`config.mk`:
```
export PLATFORM = sky130hd
export DESIGN_NAME = traffic_light_ctrl
export DESIGN_NICKNAME = d
export VERILOG_FILES = /design/src/rtl/traffic_light_ctrl.sv
export SDC_FILE = /design/constraint.sdc
export NUM_CORES = 1
export LEC_CHECK = 0
export ABC_AREA = 1
export CORE_MARGIN = 3
export CORE_UTILIZATION = 53
export DETAILED_ROUTE_END_ITERATION = 6
export PLACE_DENSITY = 0.82
export SKIP_LAST_GASP = 1
export SYNTH_ARGS = -nofsm -noshare
export SYNTH_HDL_FRONTEND = slang
export SYNTH_SLANG_ARGS = --single-unit
```
`constraint.sdc`:
```
create_clock -name clk -period 4.6 [get_ports clk]
set_clock_uncertainty 0.05 [all_clocks]
set_input_delay 0.92 -clock clk [delete_from_list [all_inputs] [get_ports clk]]
set_output_delay 0.92 -clock clk [all_outputs]
set_load 0.1 [all_outputs]
```
`src/rtl/traffic_light_ctrl.sv`:
```
// Main-road / farm-road intersection phase sequencer: phase timer, light FSM, registered lamp decode.
// Optional pedestrian walk phase is enabled by defining TRAFFIC_PED_EN.
module traffic_light_ctrl #(
  parameter int CNT_W    = 5,
  parameter int T_MAIN_G = 30,
  parameter int T_FARM_G = 15,
  parameter int T_YEL    = 5,
  parameter int T_ALLR   = 2,
  parameter int T_PED    = 10
) (
  input  logic             clk,
  input  logic             rst_n,
  input  logic             farm_req,
`ifdef TRAFFIC_PED_EN
  input  logic             ped_req,
  output logic             walk,
`endif
  output logic [2:0]       main_light,
  output logic [2:0]       farm_light,
  output logic [2:0]       state,
  output logic [CNT_W-1:0] phase_cnt,
  output logic             phase_done
);

  typedef enum logic [2:0] {
    MAIN_G = 3'd0,
    MAIN_Y = 3'd1,
    ALLR1  = 3'd2,
    FARM_G = 3'd3,
    FARM_Y = 3'd4,
    ALLR2  = 3'd5,
    PED_W  = 3'd6
  } state_t;

  state_t           state_r;
  state_t           next_s;
  logic [CNT_W-1:0] cnt_r;
  logic [CNT_W-1:0] cnt_next_s;
  logic             req_pend_r;
  logic             req_next_s;
  logic             at_lim_s;
  logic             exit_s;
  logic             release_s;
  logic [5:0]       lights_next_s;
`ifdef TRAFFIC_PED_EN
  logic             ped_pend_r;
  logic             ped_next_s;
`endif

  function automatic logic [CNT_W-1:0] last_cnt_f(input state_t s);
    case (s)
      MAIN_G:         last_cnt_f = CNT_W'(T_MAIN_G - 1);
      MAIN_Y, FARM_Y: last_cnt_f = CNT_W'(T_YEL - 1);
      ALLR1, ALLR2:   last_cnt_f = CNT_W'(T_ALLR - 1);
      FARM_G:         last_cnt_f = CNT_W'(T_FARM_G - 1);
      PED_W:          last_cnt_f = CNT_W'(T_PED - 1);
      default:        last_cnt_f = {CNT_W{1'b0}};
    endcase
  endfunction

  // {main, farm} lamps; anything unrecognised decodes to all red.
  function automatic logic [5:0] lights_f(input state_t s);
    case (s)
      MAIN_G:  lights_f = {3'b001, 3'b100};
      MAIN_Y:  lights_f = {3'b010, 3'b100};
      FARM_G:  lights_f = {3'b100, 3'b001};
      FARM_Y:  lights_f = {3'b100, 3'b010};
      default: lights_f = {3'b100, 3'b100};
    endcase
  endfunction

  // Next-state selection and exit strobe.
  always_comb begin
    next_s   = state_r;
    exit_s   = 1'b0;
    at_lim_s = (cnt_r == last_cnt_f(state_r));
`ifdef TRAFFIC_PED_EN
    release_s = req_pend_r | farm_req | ped_pend_r | ped_req;
`else
    release_s = req_pend_r | farm_req;
`endif
    case (state_r)
      MAIN_G: if (at_lim_s && release_s) next_s = MAIN_Y; else next_s = MAIN_G;
      MAIN_Y: if (at_lim_s) next_s = ALLR1; else next_s = MAIN_Y;
`ifdef TRAFFIC_PED_EN
      ALLR1: begin
        if (at_lim_s && (req_pend_r || farm_req)) next_s = FARM_G;
        else if (at_lim_s) next_s = ALLR2;
        else next_s = ALLR1;
      end
`else
      ALLR1:  if (at_lim_s) next_s = FARM_G; else next_s = ALLR1;
`endif
      FARM_G: if (at_lim_s) next_s = FARM_Y; else next_s = FARM_G;
      FARM_Y: if (at_lim_s) next_s = ALLR2; else next_s = FARM_Y;
`ifdef TRAFFIC_PED_EN
      ALLR2: begin
        if (at_lim_s && ped_pend_r) next_s = PED_W;
        else if (at_lim_s) next_s = MAIN_G;
        else next_s = ALLR2;
      end
      PED_W:  if (at_lim_s) next_s = MAIN_G; else next_s = PED_W;
`else
      ALLR2:  if (at_lim_s) next_s = MAIN_G; else next_s = ALLR2;
`endif
      default: next_s = ALLR2;
    endcase
    exit_s = (next_s != state_r);
  end

  // Timer and request-latch next values; a new request beats the entry clear.
  always_comb begin
    cnt_next_s    = cnt_r + CNT_W'(1);
    req_next_s    = req_pend_r;
    lights_next_s = lights_f(next_s);
    if (exit_s) cnt_next_s = {CNT_W{1'b0}};
    else if (state_r == MAIN_G && at_lim_s) cnt_next_s = cnt_r;
    else cnt_next_s = cnt_r + CNT_W'(1);
    if (farm_req) req_next_s = 1'b1;
    else if (exit_s && next_s == FARM_G) req_next_s = 1'b0;
    else req_next_s = req_pend_r;
`ifdef TRAFFIC_PED_EN
    ped_next_s = ped_pend_r;
    if (ped_req) ped_next_s = 1'b1;
    else if (exit_s && next_s == PED_W) ped_next_s = 1'b0;
    else ped_next_s = ped_pend_r;
`endif
  end

  // State, timer, request latches and registered lamp outputs.
  always_ff @(posedge clk) begin
    if (!rst_n) begin
      state_r    <= MAIN_G;
      cnt_r      <= {CNT_W{1'b0}};
      req_pend_r <= 1'b0;
      main_light <= 3'b001;
      farm_light <= 3'b100;
`ifdef TRAFFIC_PED_EN
      ped_pend_r <= 1'b0;
      walk       <= 1'b0;
`endif
    end else begin
      state_r    <= next_s;
      cnt_r      <= cnt_next_s;
      req_pend_r <= req_next_s;
      main_light <= lights_next_s[5:3];
      farm_light <= lights_next_s[2:0];
`ifdef TRAFFIC_PED_EN
      ped_pend_r <= ped_next_s;
      walk       <= (next_s == PED_W);
`endif
    end
  end

  assign state      = state_r;
  assign phase_cnt  = cnt_r;
  assign phase_done = exit_s;

endmodule

```
Word-level counts from Yosys, hierarchy flattened
Index checks and enable logic that the tools add are counted.
Storage, ports and cells
  flip-flop bits (word level): 15
  logic and storage cells: 39
  bits in read-only memories: 0
  memory bits (writable): 0
  bits in latches: 0
  input port bits: 3
  memories kept: 0
Operators by class
  magnitude comparators: 0
  $mul: 0
  equality and inequality tests: 11
  reduce and logical (&&, ||, !) cells: 9
  add/sub/neg operators: 1
  mux-type cells: 11
  bitwise gates (word level): 2
  div/mod/pow operators: 0
  shift operators: 0
Operators with widths (count)
  one-hot mux 5 bit (5 select lines): 1
  one-hot mux 6 bit (4 select lines): 1
  one-hot mux 3 bit (6 select lines): 1
  == test 3 bit (second input constant): 4
  == test 3 x 2 -> 1 bit (second input constant): 3
  == test 3 x 1 -> 1 bit (second input constant): 2
  zero test 3 bit: 2
  two-way mux 3 bit: 2
  OR reduction 2 bit: 3
  adder 5 x 1 -> 5 bit (second input constant): 1
  == test 5 bit: 1
  two-way mux 1 bit: 5
  logical AND 1 bit: 3
  inequality test 3 bit: 1
  two-way mux 2 bit: 1
  nonzero test 2 bit: 1
  NOT 1 bit: 1
  bitwise OR 1 bit: 1

Longest topological paths before layout
  depth in word-level cells: 11
  mapped depth: 14
  gate-level depth less buffers: 13

Worst setup path before layout
Ideal clock, no wire load.
  path type: reg2out
  start: register state_r[1], in the netlist state[1]
  end: output phase_done
  arrival time: 2581 ps
  required time: 3630 ps
  buffers on the path: 1
  cell stages (with the launch flop): 10
  path slack: 1049 ps
  path through: dfxtp_1 > buf_6 > nand3_1 > nand3_1 > nand2_1 > nand2_1 > nand2_4 > inv_1 > nand2_1 > nand3_1
On the way
  longest elaborated chain between the ends: 8
  elaborated cells on any way between the ends: 20
  those cells by class: eq/ne: 8; mux: 8; reduce/logical: 4
Ends and longest elaborated chain
  start: declaration: line 35  | state_t state_r;
  start signal: assignment: line 143  | state_r <= next_s;
  == test 3 bit (tied with other cells): line 51, 82
  OR reduction 2 bit: line 51  | case (s)
  one-hot mux 5 bit (5 select lines): line 51
  == test 5 bit: line 76  | at_lim_s = (cnt_r == last_cnt_f(state_r));
  logical AND 1 bit: line 83  | MAIN_G: if (at_lim_s && release_s) next_s = MAIN_Y; else next_s = MAIN_G;
  two-way mux 1 bit: line 83
  one-hot mux 3 bit (6 select lines): line 82  | case (state_r)
  inequality test 3 bit (*): line 108  | exit_s = (next_s != state_r);
  end: declaration: line 22  | output logic phase_done
Every way passes the cells marked *; elsewhere a longest branch is shown, timed or not.

Worst setup path in the final report
  start: register state_r[0], in the netlist state[0]
  end: output state[0]
RTL lines
  end: declaration: line 20  | output logic [2:0] state,
No word-level cell between the ends.

==> flow_metrics.py <==
metrics = {
    "outcome": {
        "status": "complete, no violations",
    },
    "worst_setup_path": {
        "arrival_ps": 2170,
        "cp_slowest_cell": "clkdlybuf4s50_1",
        "worst-r2r-cell-count": 11,
        "critical_path_class": "register to output pin",
        "crit_family": "buffers and inverters",
        "required_ps": 3630,
        "path_max_fanout": 10,
        "cp_cell_sequence": "clkdlybuf4s50_1",
        "path_buf_inv": 1,
        "critical-path-max-stage-delay_ps": 1230,
        "start_kind": "register",
        "cp.depth": 1,
        "end_kind": "output pin",
    },
    "synthesis": {
        "ys_seq_elements": 15,
        "synth_top_family_by_area": "simple AND/OR/NAND/NOR gates",
        "synthFlopType": "dfxtp_1",
        "synth_compound_area_share_pct": 2.17,
        "postSynthCellCount": 126,
        "synth_top_cell_area_share_pct": 34.8,
        "ys_types": 22,
        "synth_area_leaders": "dfxtp_1, nand2_1, inv_1, nand3_1, nand3_2",
        "synth_mux_area_share_pct": 0,
        "ys_async_sr_fraction_pct": 0,
        "synth_fa_ha_area_share_pct": 1.45,
        "synth_xor_area_share_pct": 3.04,
        "yosysTopAreaCell": "dfxtp_1",
        "synthSimpleGateAreaFrac_pct": 44.5,
        "yosysWarnings": 0,
        "avgSynthCellArea_um2": 6.85,
        "syn_area_um2": 863,
        "yosysSeqAreaShare_pct": 34.8,
        "ys_top_cells_by_count": "nand2_1, inv_1, dfxtp_1",
        "synth_edf_count": 0,
        "synth_most_common_cell": "nand2_1",
        "syn_nets": 130,
    },
    "cts": {
        "cts_made_buffers": 3,
        "clock_path_buffers": 2,
        "clock_latency_ps": 290,
        "cts_tree": "done",
        "cts_max_level": 1,
        "path_clk_slew_ps": 90,
        "cts-resized-gates": 0,
        "cts_root_buf": "clkbuf_4",
        "cts_setup_buffers": 0,
        "hold_buffers": 0,
        "cts_sinks": 15,
    },
    "final_layout": {
        "nFillCells": 121,
        "drive_above_1_share_pct": 15.2,
        "postLayoutCellArea_um2": 1050,
        "nNetsFinal": 150,
        "n_antenna_cell": 0,
        "synthToLayoutAreaGrowth_pct": 22.2,
    },
    "routing": {
        "drtIter0Drc": 21,
        "routed_via_density": 5.08,
        "routed_wl_um": 1740,
        "drtPass1Iterations": 5,
        "antenna_left": 0,
        "drc": 0,
        "wl_per_cell_um": 10.8,
        "vias": 812,
    },
    "flow_run": {
        "cap_viol_max_count": 0,
    },
    "floorplanning": {
        "die_area_um2": 2150,
        "row_count": 13,
        "start_util_pct": 61.0,
        "die_height_um": 46.4,
        "ios": 18,
        "fp.coreArea_um2": 1420,
        "die_x_um": 46.4,
    },
    "sta": {
        "slew_headroom_pct": 35.0,
        "worstMarginPinSlew_ps": 972,
        "finalHoldViolCount": 0,
        "fmax_mhz": 319,
        "period_share_pct": 68.2,
        "layout_min_cycle_time_ps": 3140,
        "slew_violations": 0,
        "fin_ws_ps": 1460,
        "fin_tns_setup_ps": 0,
        "rsz0062_at_grt": "no",
        "finalSetupViolations": 0,
    },
    "worst_hold_path": {
        "worstHoldPathType": "register to register",
        "holdPathStages": 3,
    },
    "grt": {
        "grt_pass1_wl_um": 3090,
        "grt_start_max_net_pins": 13,
        "overflow": 0,
        "track_usage_pct": 20.0,
        "grt_pass1_vias": 713,
        "antenna_found_initial": 0,
    },
    "placement": {
        "gp_congestion": 0.847,
        "portBuffers": 17,
        "hpwl_um": 1340,
        "postPlaceCellArea_um2": 1030,
        "place_ws_ps": 1480,
    },
    "power_and_ir_drop": {
        "cellPowerDensity_nw_per_um2": 238,
        "peakVddDrop_uv": 142,
        "p_leak_nw": 0.548,
    },
}
==> registers in the layout (all words and copies together) (netlist names) <==
| signal | count |
|---|---|
| phase_cnt | 5 |
| farm_light | 3 |
| main_light | 3 |
| state | 3 |
| req_pend_r | 1 |
==> layout make-up <==
class / count / area [µm²] / share of cell area, %
clock buffer: 3 / 22.5 / 2.14
clock inverter: 1 / 5.00 / 0.474
inverter: 25 / 98.8 / 9.37
multi-input combinational: 84 / 442 / 41.9
sequential: 15 / 300 / 28.5
tap: 15 / 18.8 / 1.78
timing repair buffer: 17 / 168 / 15.9
==> routing by layer <==
metal / vias to the layer above / wire length (µm) / track usage (%)
li1: 423 / - / -
met1: 356 / 867 / 28.1
met2: 28 / 744 / 29.7
met3: 5 / 83 / 3.52
met4: 0 / 40 / 8.52
met5: - / 0 / 0
==> worst paths after layout <==
check	startpoint	endpoint	slack (ps)
worst max-delay path	state[0]$_SDFF_PN0_	state[0]	1460
worst min-delay path	req_pend_r$_SDFFE_PN0P_	req_pend_r$_SDFFE_PN0P_	500
worst max register to register	state[0]$_SDFF_PN0_	phase_cnt[0]$_SDFFE_PP0N_	2690
worst min register to register	req_pend_r$_SDFFE_PN0P_	req_pend_r$_SDFFE_PN0P_	500
==> metrics by stage <==
| stage | utilization (%) | cells | hold WS (ps) | power (mW) |
|---|---|---|---|---|
| 2_1_floorplan | - | 126 | 468 | 0.166 |
| 3_3_place_gp | 72.6 | 156 | 486 | 0.174 |
| 3_5_place_dp | 72.6 | 156 | 492 | 0.175 |
| 4_1_cts | 74.5 | 160 | 506 | 0.251 |
| 5_1_grt | 74.5 | 160 | 552 | 0.258 |
| 6_report | 74.5 | 160 | 499 | 0.251 |
==> placed cells by master, fill, tap and decap left out <==
| cell type | count |
|---|---|
| clkbuf_4 | 3 |
| o21a_1 | 1 |
| nor2_4 | 1 |
| nor2_1 | 13 |
| nand3_1 | 13 |
| clkinv_2 | 1 |
| inv_2 | 3 |
| nor2b_1 | 1 |
| ha_1 | 1 |
| xnor2_1 | 1 |
| clkdlybuf4s50_1 | 16 |
| nand2_1 | 32 |
| dfxtp_1 | 15 |
| nand2_4 | 2 |
| xor2_1 | 2 |
| a31oi_1 | 1 |
| nor3_1 | 2 |
| nand3_2 | 5 |
| nand4_1 | 3 |
| nand2_2 | 3 |
| inv_1 | 21 |
| inv_6 | 1 |
| o21ai_0 | 1 |
| nor2_2 | 2 |
| buf_4 | 1 |
==> where the power goes <==
| part | switching [mW] | internal (mW) |
|---|---|---|
| logic | 0.0257 | 0.0104 |
| clock network | 0.0462 | 0.0324 |
| registers | 0.00318 | 0.133 |
| total | 0.0751 | 0.175 |
==> cells by family (layout without fill, tap and decap cells) <==
group                    count (synthesis)  after routing
AO/OA/AOI/OAI                            3              3
XOR/XNOR                                 3              3
adder cells (fa/ha/maj)                  1              1
buffers and inverters                   27             46
flip-flops                              15             15
AND/OR/NAND/NOR                         77             77
Power figures use the tool's default switching activity.
